--- config.mk ---
export PLATFORM = sky130hd
export DESIGN_NAME = i2c_wr_sched
export DESIGN_NICKNAME = d
export VERILOG_FILES = /design/src/rtl/i2c_wr_sched_pkg.sv /design/src/rtl/i2c_wr_sched_rr_arb.sv /design/src/rtl/i2c_wr_sched.sv
export SDC_FILE = /design/constraint.sdc
export NUM_CORES = 1
export LEC_CHECK = 0
export BUFFER_PORTS_ARGS = -buffer_cell sky130_fd_sc_hd__buf_2
export CORE_MARGIN = 4
export CORE_UTILIZATION = 44
export DETAILED_ROUTE_END_ITERATION = 8
export PLACE_DENSITY_LB_ADDON = 0.3
export SLEW_MARGIN = 20
export SYNTH_ARGS = -nofsm -noshare
export SYNTH_HDL_FRONTEND = slang
export SYNTH_SLANG_ARGS = --single-unit
export TNS_END_PERCENT = 20
--- constraint.sdc ---
create_clock -name clk -period 5.3 [get_ports clk]
set_input_delay 1.06 -clock clk [delete_from_list [all_inputs] [get_ports clk]]
set_output_delay 1.06 -clock clk [all_outputs]
set_load 0.01 [all_outputs]
--- src/rtl/i2c_wr_sched_pkg.sv ---
// ---------------------------------------------------------------------------
// i2c_pkg
//   Shared definitions for the I2C register-write scheduler: FSM state
//   encoding, write-frame constants and the byte selector that turns a
//   latched {dev, reg, data} request into the byte sent for a given index.
// ---------------------------------------------------------------------------
package i2c_pkg;

   typedef enum logic [1:0] {
      ST_IDLE = 2'd0,
      ST_LOAD = 2'd1,
      ST_WAIT = 2'd2,
      ST_FIN  = 2'd3
   } wr_state_t;

   localparam logic        I2C_WR_BIT   = 1'b0;
   localparam int unsigned BYTES_PER_WR = 3;
   localparam int unsigned BIDX_W       = 2;

   // Byte 0 is the address byte with the write bit appended.
   function automatic logic [7:0] wr_byte(
      input logic [6:0]        dev,
      input logic [7:0]        rg,
      input logic [7:0]        dat,
      input logic [BIDX_W-1:0] bidx
   );
      case (bidx)
         2'd0:    wr_byte = {dev, I2C_WR_BIT};
         2'd1:    wr_byte = rg;
         default: wr_byte = dat;
      endcase
   endfunction

endpackage

--- src/rtl/i2c_wr_sched_rr_arb.sv ---
// ---------------------------------------------------------------------------
// rr_arb
//   Purely combinational round-robin picker. Searches the request vector
//   starting at i_ptr and wrapping, returns the first requester found.
// Ports
//   i_req  [NREQ]   request vector
//   i_ptr  [IDX_W]  search start index (must be < NREQ)
//   o_gnt  [NREQ]   one-hot grant (all zero if no request)
//   o_idx  [IDX_W]  index of granted requester
//   o_any           at least one request present
// ---------------------------------------------------------------------------
module rr_arb
   import i2c_pkg::*;
#(
   parameter int unsigned NREQ  = 2,
   parameter int unsigned IDX_W = (NREQ > 1) ? $clog2(NREQ) : 1
) (
   input  logic [NREQ-1:0]  i_req,
   input  logic [IDX_W-1:0] i_ptr,
   output logic [NREQ-1:0]  o_gnt,
   output logic [IDX_W-1:0] o_idx,
   output logic             o_any
);

   logic [31:0]      w_sum;
   logic [IDX_W-1:0] w_c;

   always_comb begin
      o_gnt = '0;
      o_idx = '0;
      o_any = 1'b0;
      w_sum = '0;
      w_c   = '0;
      for (int unsigned k = 0; k < NREQ; k++) begin
         // Candidate index (ptr + k) mod NREQ without a divider.
         w_sum = 32'(i_ptr) + k;
         w_c   = IDX_W'((w_sum >= NREQ) ? (w_sum - NREQ) : w_sum);
         if (!o_any && i_req[w_c]) begin
            o_any      = 1'b1;
            o_gnt[w_c] = 1'b1;
            o_idx      = w_c;
         end
      end
   end

endmodule

--- src/rtl/i2c_wr_sched.sv ---
// ---------------------------------------------------------------------------
// i2c_wr_sched
//   Sequences 3-byte I2C register writes ({dev,W}, reg, data) into a shared
//   byte-send engine, arbitrating round-robin between NREQ requesters.
//   A watchdog bounds the wait for each byte's ack phase.
// Ports
//   clk, rst_n               engine 2x i2c clock, async active-low reset
//   req_valid [NREQ]         per-requester write request, held until ready
//   req_dev   [7*NREQ]       device address, slice i = requester i
//   req_reg   [8*NREQ]       register address
//   req_data  [8*NREQ]       register data
//   req_ready [NREQ]         one-hot 1-cycle accept pulse
//   done, err, done_id [3]   transaction finished / NACK-or-timeout / index
//   eng_ready, eng_data [8]  byte-load pulse and byte to the engine
//   eng_done, eng_nack       engine ack phase level and NACK flag
// ---------------------------------------------------------------------------
module i2c_wr_sched
   import i2c_pkg::*;
#(
   parameter int unsigned NREQ   = 2,
   parameter int unsigned TO_CYC = 1024,
   parameter int unsigned TO_W   = 11
) (
   input  logic              clk,
   input  logic              rst_n,
   input  logic [NREQ-1:0]   req_valid,
   input  logic [7*NREQ-1:0] req_dev,
   input  logic [8*NREQ-1:0] req_reg,
   input  logic [8*NREQ-1:0] req_data,
   output logic [NREQ-1:0]   req_ready,
   output logic              done,
   output logic              err,
   output logic [2:0]        done_id,
   output logic              eng_ready,
   output logic [7:0]        eng_data,
   input  logic              eng_done,
   input  logic              eng_nack
);

   localparam int unsigned IDX_W = (NREQ > 1) ? $clog2(NREQ) : 1;

   wr_state_t         r_state, w_state_nxt;

   logic [NREQ-1:0]   w_gnt;
   logic [IDX_W-1:0]  w_idx;
   logic              w_any;
   logic [IDX_W-1:0]  w_ptr_nxt;

   logic [IDX_W-1:0]  r_rr_ptr;
   logic [IDX_W-1:0]  r_idx;
   logic [6:0]        r_dev;
   logic [7:0]        r_reg;
   logic [7:0]        r_data;
   logic [BIDX_W-1:0] r_bidx;
   logic [TO_W-1:0]   r_wdog;

   logic              r_done_s1, r_done_s2, r_nack_s1;
   logic              w_rise, w_last, w_wd_exp;
   logic              w_take, w_adv, w_fin, w_fin_err;

   logic [6:0]        w_dev;
   logic [7:0]        w_reg;
   logic [7:0]        w_data;

   logic [NREQ-1:0]   r_req_ready;
   logic              r_done, r_err;
   logic [2:0]        r_done_id;
   logic              r_eng_ready;
   logic [7:0]        r_eng_data;

   rr_arb #(
      .NREQ  (NREQ),
      .IDX_W (IDX_W)
   ) u_arb (
      .i_req (req_valid),
      .i_ptr (r_rr_ptr),
      .o_gnt (w_gnt),
      .o_idx (w_idx),
      .o_any (w_any)
   );

   assign w_ptr_nxt = (32'(w_idx) == NREQ - 1) ? '0 : IDX_W'(w_idx + 1'b1);

   // eng_done is registered once before edge detection; eng_nack is taken
   // through the same stage so it is the value seen with the rising edge.
   assign w_rise = r_done_s1 & ~r_done_s2;
   assign w_last = (r_bidx == BIDX_W'(BYTES_PER_WR - 1));

   // Payload of the granted requester via one-hot AND-OR.
   always_comb begin
      w_dev  = '0;
      w_reg  = '0;
      w_data = '0;
      for (int unsigned i = 0; i < NREQ; i++) begin
         w_dev  = w_dev  | (req_dev [i*7 +: 7] & {7{w_gnt[i]}});
         w_reg  = w_reg  | (req_reg [i*8 +: 8] & {8{w_gnt[i]}});
         w_data = w_data | (req_data[i*8 +: 8] & {8{w_gnt[i]}});
      end
   end

   always_comb begin
      w_state_nxt = r_state;
      w_take      = 1'b0;
      w_adv       = 1'b0;
      w_fin       = 1'b0;
      w_fin_err   = 1'b0;
      w_wd_exp    = (r_wdog == TO_W'(TO_CYC - 1));
      case (r_state)
         ST_IDLE: begin
            if (w_any) begin
               w_take      = 1'b1;
               w_state_nxt = ST_LOAD;
            end
         end
         ST_LOAD: begin
            w_state_nxt = ST_WAIT;
         end
         ST_WAIT: begin
            // An ack edge takes priority over the watchdog; a NACK always
            // reports an error, so NACK+timeout yields one errored done.
            if (w_rise && r_nack_s1) begin
               w_fin       = 1'b1;
               w_fin_err   = 1'b1;
               w_state_nxt = ST_FIN;
            end else if (w_rise && w_last) begin
               w_fin       = 1'b1;
               w_state_nxt = ST_FIN;
            end else if (w_rise) begin
               w_adv       = 1'b1;
               w_state_nxt = ST_LOAD;
            end else if (w_wd_exp) begin
               w_fin       = 1'b1;
               w_fin_err   = 1'b1;
               w_state_nxt = ST_FIN;
            end
         end
         ST_FIN: begin
            w_state_nxt = ST_IDLE;
         end
         default: begin
            w_state_nxt = ST_IDLE;
         end
      endcase
   end

   always_ff @(posedge clk or negedge rst_n) begin
      if (!rst_n) begin
         r_state <= ST_IDLE;
      end else begin
         r_state <= w_state_nxt;
      end
   end

   always_ff @(posedge clk or negedge rst_n) begin
      if (!rst_n) begin
         r_done_s1   <= 1'b0;
         r_done_s2   <= 1'b0;
         r_nack_s1   <= 1'b0;
         r_rr_ptr    <= '0;
         r_idx       <= '0;
         r_dev       <= '0;
         r_reg       <= '0;
         r_data      <= '0;
         r_bidx      <= '0;
         r_wdog      <= '0;
         r_req_ready <= '0;
         r_done      <= 1'b0;
         r_err       <= 1'b0;
         r_done_id   <= '0;
         r_eng_ready <= 1'b0;
         r_eng_data  <= '1;
      end else begin
         r_done_s1   <= eng_done;
         r_done_s2   <= r_done_s1;
         r_nack_s1   <= eng_nack;

         r_req_ready <= w_take ? w_gnt : '0;
         if (w_take) begin
            r_dev    <= w_dev;
            r_reg    <= w_reg;
            r_data   <= w_data;
            r_idx    <= w_idx;
            r_rr_ptr <= w_ptr_nxt;
            r_bidx   <= '0;
         end else if (w_adv) begin
            r_bidx   <= r_bidx + 1'b1;
         end

         r_eng_ready <= (r_state == ST_LOAD);
         if (r_state == ST_LOAD) begin
            r_eng_data <= wr_byte(r_dev, r_reg, r_data, r_bidx);
            r_wdog     <= '0;
         end else if (r_state == ST_WAIT) begin
            r_wdog     <= r_wdog + 1'b1;
         end

         r_done <= w_fin;
         if (w_fin) begin
            r_err     <= w_fin_err;
            r_done_id <= 3'(r_idx);
         end else begin
            r_err     <= 1'b0;
         end
      end
   end

   assign req_ready = r_req_ready;
   assign done      = r_done;
   assign err       = r_err;
   assign done_id   = r_done_id;
   assign eng_ready = r_eng_ready;
   assign eng_data  = r_eng_data;

endmodule

Word level (Yosys, flattened, before mapping)
Cells that the tools add are included.
Word-level totals
  bits in registers: 57
  bits of input ports: 52
  word-level logic and storage cells: 104
Operators by class
  add/sub/neg operators: 6
  $lt $le $gt $ge: 6
  equal/unequal tests: 8
  mux-type cells: 44
  bitwise logic cells: 12
  reductions and logical operators: 11
Operators by type and width (count)
  8-bit bitwise AND: 4
  1-bit 2-to-1 mux: 28
  11-bit 2-to-1 mux: 2
  2-bit 2-to-1 mux: 10
  8-bit OR: 2
  8-bit case mux with 2 select lines: 1
  7-bit bitwise AND: 2
  11-bit by 1-bit adder with 11-bit output, second input constant: 1
  11-bit by 10-bit equality test with 1-bit output, second input constant: 1
  2-bit case mux with 4 select lines: 1
  7-bit OR: 1
  2-bit equality test, second input constant: 3
  1-bit logical AND: 5
  5-bit inequality test, second input constant: 1
  2-bit by 1-bit equality test with 1-bit output, second input constant: 2
  2-bit logical NOT: 2
  1-bit by 2-bit < comparator with 1-bit output, second input constant: 2
  2-bit nonzero test: 2
  1-bit by 1-bit adder with 2-bit output, second input constant: 1
  2-bit by 1-bit adder with 2-bit output, second input constant: 1
  1-bit demux with 1-bit select: 2
  1-bit greater-or-equal comparator, second input constant: 2
  1-bit by 2-bit greater-or-equal comparator with 1-bit output, second input constant: 1
  2-bit greater-or-equal comparator, second input constant: 1
  8 further kinds: 9

Longest topological paths before layout
  depth in word-level cells: 11
  gate-level depth with buffers: 7
  depth with buffers taken out: 6

By module
Synthesis repeated with hierarchy kept, for this count alone.
Second synthesis, totals
  cells, all modules: 270
  area, all modules: 2691.3 um^2
By module, submodules not included
  i2c_wr_sched: times used 1, cells each 265, area each 2658.8 um^2, sequential area each 1436.4 um^2
  rr_arb: times used 1, cells each 5, area each 32.5 um^2, sequential area each 0.0 um^2

Worst setup path after synthesis
OpenSTA, ideal clock, no wires.
  path kind: input port to flip-flop
  start point: input port req_valid[0]
  end point: register r_data[0]
  setup time: 73 ps
  arrival time: 1866 ps
  required time: 5227 ps
  slack: 3361 ps
  cell stages on the path: 4
  path through: a21boi_1 > clkbuf_1 > a221oi_1 > nor2_1
On the way
  word-level cells in the longest chain between the ends: 8
Ends and longest elaborated chain
  start: declaration: line i2c_wr_sched.sv:26  | input logic [NREQ-1:0] req_valid,
  1-bit 2-to-1 mux (not written as such) (2 in series): line i2c_wr_sched_rr_arb.sv:38  | if (!o_any && i_req[w_c]) begin
  1-bit 2-to-1 mux: line i2c_wr_sched_rr_arb.sv:38
  1-bit logical NOT: line i2c_wr_sched_rr_arb.sv:38
  1-bit logical AND: line i2c_wr_sched_rr_arb.sv:38
  2-bit 2-to-1 mux / 1-bit 2-to-1 mux (equally long branches): line i2c_wr_sched_rr_arb.sv:38
  8-bit bitwise AND / 1-bit 2-to-1 mux (equally long branches): line i2c_wr_sched.sv:97, i2c_wr_sched.sv:110
  8-bit OR / 1-bit 2-to-1 mux (equally long branches): line i2c_wr_sched.sv:97, i2c_wr_sched.sv:108
  end signal: assignment: line i2c_wr_sched.sv:181  | r_data <= w_data;
  end: declaration: line i2c_wr_sched.sv:53  | logic [7:0] r_data;
Several ways; a longest one is shown, not always the timed one. The select of a mux whose other input is x is not followed.
A chain may end at the register's enable or synchronous reset.

Worst setup path after layout
  start point: register r_eng_data[7], in the netlist eng_data[7]
  end point: output port eng_data[7]
RTL lines
  start: declaration: line i2c_wr_sched.sv:69  | logic [7:0] r_eng_data;
  start signal: assignment: line i2c_wr_sched.sv:191  | r_eng_data <= wr_byte(r_dev, r_reg, r_data, r_bidx);
  end: declaration: line i2c_wr_sched.sv:35  | output logic [7:0] eng_data,
No word-level cell between the ends.

==> metrics.md <==
| Metric | Value |
|---|---|
| Reg-to-Reg Start | `r_state[0]` |
| Run status | `complete, no violations` |
| Post-route antenna net violation count | `0` |
| Final setup skew | `between 0.008 and 0.009 ns` |
| Overflow left after global routing | `0` |
| F_max | `484.5 MHz` |
| Ant. Diodes | `0` |
| Hold path cells | `0` |
| Height of the die | `just under 90 um` |
| Distinct cells, synth | `a little over 40` |
| Slowest Stage Delay on Critical Path | `0.55 ns` |
| Syn Std Cell Area | `2709 um^2` |
| Avg Synthesized Cell Area | `approximately 10 um^2` |
| Hold Path Origin | `r_done_s1` |
| Residual DRC count | `0` |
| Relative slew slack | `0.3670` |
| Resize count post-CTS | `0` |
| Clock tree from TritonCTS | `done` |
| Filler cells | `533` |
| Area of combinational cells with multiple inputs | `~1200 um^2` |
| Effective utilization at floorplan | `0.4548` |
| Routed wire length | `5.750 mm` |
| Share of the cycle needed by the critical path after routing | `0.3894` |
| R2r setup slk | `between 3 and 4 ns` |
| Number of buffer and inverter stages on the critical path | `1` |
| Most frequent cell after synthesis | `nor2_1` |
| Area of the core | `5956 um^2` |
| Count of buffers inserted at the top-level ports | `65` |
| Drt first-iter violations | `99` |
| Number of synthesized flops with an enable pin | `0` |
| Fraction of synthesis flops using an asynchronous set or reset pin | `1.000` |
| Skew-Pair Late Insertion Delay | `approximately 0.33 ns` |
| Synthesis-stage register bit count | `57` |
| Cell Pwr Density | `571.0 nW/um^2` |
| Average routed wire per standard cell | `13.86 um` |
| Area taken by flip-flops and latches | `1436 um^2` |
| Kind of cell with the highest combined delay on the critical path | `flip-flops` |
| Logic depth of the worst register-to-register path | `6` |
| Transition time at the pin with the least slew margin | `around 0.95 ns` |
| Largest net degree at the start of global routing | `58` |
| Setup TNS | `0 ns` |
| Final critical delay including setup and external delays | `between 2 and 2.5 ns` |
| Sequential-to-total area share from yosys stat | `0.5303` |
| Clk sinks | `57` |
| Number of nets in the layout | `395` |
| Share of Yosys cell area claimed by the top area cell type | `0.4527` |
| Type of the most critical hold path | `flip-flop to flip-flop` |
| Number of max-capacitance violations reported | `0` |
| Data required time of the critical path | `~4.2 ns` |
| Overall die width | `approximately 86 um` |
| Total length of routed met3 wires | `339 um` |
| Yosys warning total | `0` |
| Detailed-routing wirelength on met1 | `about 2.6 mm` |
| Final worst-path setup slack | `about 3.2 ns` |
| Setup crit start kind | `flip-flop` |
| Antenna violations before repair | `0` |
| Total design power | `between 1500 and 2000 uW` |
| Dominant cell type by area after synthesis | `dfrtp_1` |
| Gpl congestion | `about 0.77` |
| Hold_ws | `approximately 0.38 ns` |
| Layout cell share with drive strength beyond 1 | `0.3029` |
| Count of final setup violators | `0` |
| Commonest register cell after synthesis | `dfrtp_1` |
| HPWL after detailed placement | `roughly 4.2 mm` |
| Arrival time of data at the critical path endpoint | `1.00 ns` |
| Unrepaired setup endpoints after global routing | `no` |
| Ratio of routed vias to standard cells | `5.205` |
| Final Hold Vio Count | `0` |
| Length of routed met2 wiring | `roughly 2.8 mm` |
| Static Leak | `approximately 0.0015 uW` |
| Max stage delay cell, worst path | `dfstp_2` |
| Top cells by area in the synthesized netlist | `dfrtp_1 45%, nor2_1 8.6%, dfstp_2 7.8%, a221oi_1 7.4%, ha_1 3.7%` |
| Worst VDD drop | `approximately 0.33 mV` |
| Worst-path clk slew | `0.06 ns` |
| Wire length of the first global-routing pass | `9.825 mm` |
| Synth cell count leaders | `62 x nor2_1, 49 x dfrtp_1, 23 x a221oi_1` |
| Reg with most FFs | `r_wdog` |
| Endpoint, Worst Hold | `r_done_s2` |
| Number of flip-flops under the largest register name | `11` |
| Clock tree buffer depth | `2` |
| Peak fanout along the critical path | `2` |
| Area of the die | `~7500 um^2` |
| Total iterations of the first detailed-routing run | `4` |
| Endpoint of the worst-slack reg-to-reg timing path | `done_id[0]` |
| Root cell of the clock tree | `clkbuf_8` |
| Cell breakdown of the critical path | `buf_2` |
| Worst setup path category | `flip-flop to output pin` |
| Number of slew-limit violations in the final report | `0` |
| Hold_buf cts | `0` |
| Setup Fix Bufs, Post-CTS | `0` |
| Number of global-route vias before repair | `between 2k and 2.5k` |
| Global router's overall resource usage | `0.1679` |
| H-tree levels | `3` |
| Kind of capture point of the worst setup path | `output pin` |
| Num CTS Buffers | `9` |
| Vias after detailed routing | `2160` |
| Signed area change from the synthesized netlist to the final layout | `22.68%` |
| Final core occ | `0.5580` |
| Number of ports placed on the die boundary | `just under 70` |
| Setup WS pre-CTS | `approximately 3.1 ns` |
| Standard-cell rows | `28` |
| Uppermost layer routed | `met4` |
| Number of standard cells after synthesis | `between 200 and 300` |
kinds of logic (layout without fill, tap and decap cells):
| group | count (synthesis) | in the layout | share of synthesized area |
|---|---|---|---|
| AO/OA/AOI/OAI | 62 | 62 | 0.1714 |
| XOR/XNOR | 4 | 4 | 0.01294 |
| adder cells (fa/ha/maj) | 8 | 8 | 0.03695 |
| buffers and inverters | 31 | 99 | 0.04572 |
| flip-flops | 57 | 57 | 0.5303 |
| multiplexers | 8 | 8 | 0.03187 |
| other | 1 | 2 | 0.001384 |
| AND/OR/NAND/NOR | 100 | 100 | 0.1695 |
cells in the final DEF (no fill, tap or decap), types with 2 or more instances in the layout:
master and count:
a21boi_1 2, a21oi_1 8, a221oi_1 23, a22oi_1 8, a31oi_1 7, and2_1 3
buf_2 65, buf_4 5, bufinv_16 2, clkbuf_8 11, clkinv_2 2, conb_1 2
dfrtp_1 49, dfstp_2 8, ha_1 8, inv_1 12, mux2i_1 6, nand2_1 12
nand3_1 4, nand3b_1 2, nor2_1 62, nor2b_1 4, nor3_1 4, nor4_1 2
o21ai_0 2, o22ai_1 6, o31ai_1 2, xnor2_1 3
where the power goes:
part           total, uW  internal [uW]  switching [uW]
registers            747            638             110
logic                692            287             405
clock network        458            289             169
area by class of cell:
| cell class | instances | area share |
|---|---|---|
| tap | 75 | 0.02824 |
| inverter | 13 | 0.01468 |
| sequential | 57 | 0.4322 |
| clock inverter | 5 | 0.02334 |
| multi-input combinational | 184 | 0.3468 |
| timing repair buffer | 70 | 0.1092 |
| clock buffer | 11 | 0.04556 |
routing by layer:
metal	track usage	up-vias
met5	0	-
met3	0.05703	6
met1	0.2080	1010
li1	-	1084
met4	0.05099	0
met2	0.2775	60
how the worst max path moves through the flow:
stage | startpoint | to | slack [ns] | cells past startpoint
6_report | eng_data[7] | eng_data[7] | 3.24 | 1
5_1_grt | r_state[1] | r_wdog[9] | 3.13 | 6
3_5_place_dp | req_valid[0] | r_data[7] | 3.06 | 5
3_3_place_gp | req_valid[0] | r_data[3] | 3.12 | 5
2_1_floorplan | req_valid[0] | r_data[0] | 3.36 | 4
4_1_cts | eng_data[7] | eng_data[7] | 3.22 | 1
through the flow:
| stage | cell area [um^2] | cells |
|---|---|---|
| 6_report | 3323 | 415 |
| 5_1_grt | 3323 | 415 |
| 4_1_cts | 3323 | 415 |
| 3_5_place_dp | 3094 | 399 |
| 3_3_place_gp | 3094 | 399 |
| 2_1_floorplan | 2713 | 272 |
No activity file was read; power rests on OpenSTA's default activity.
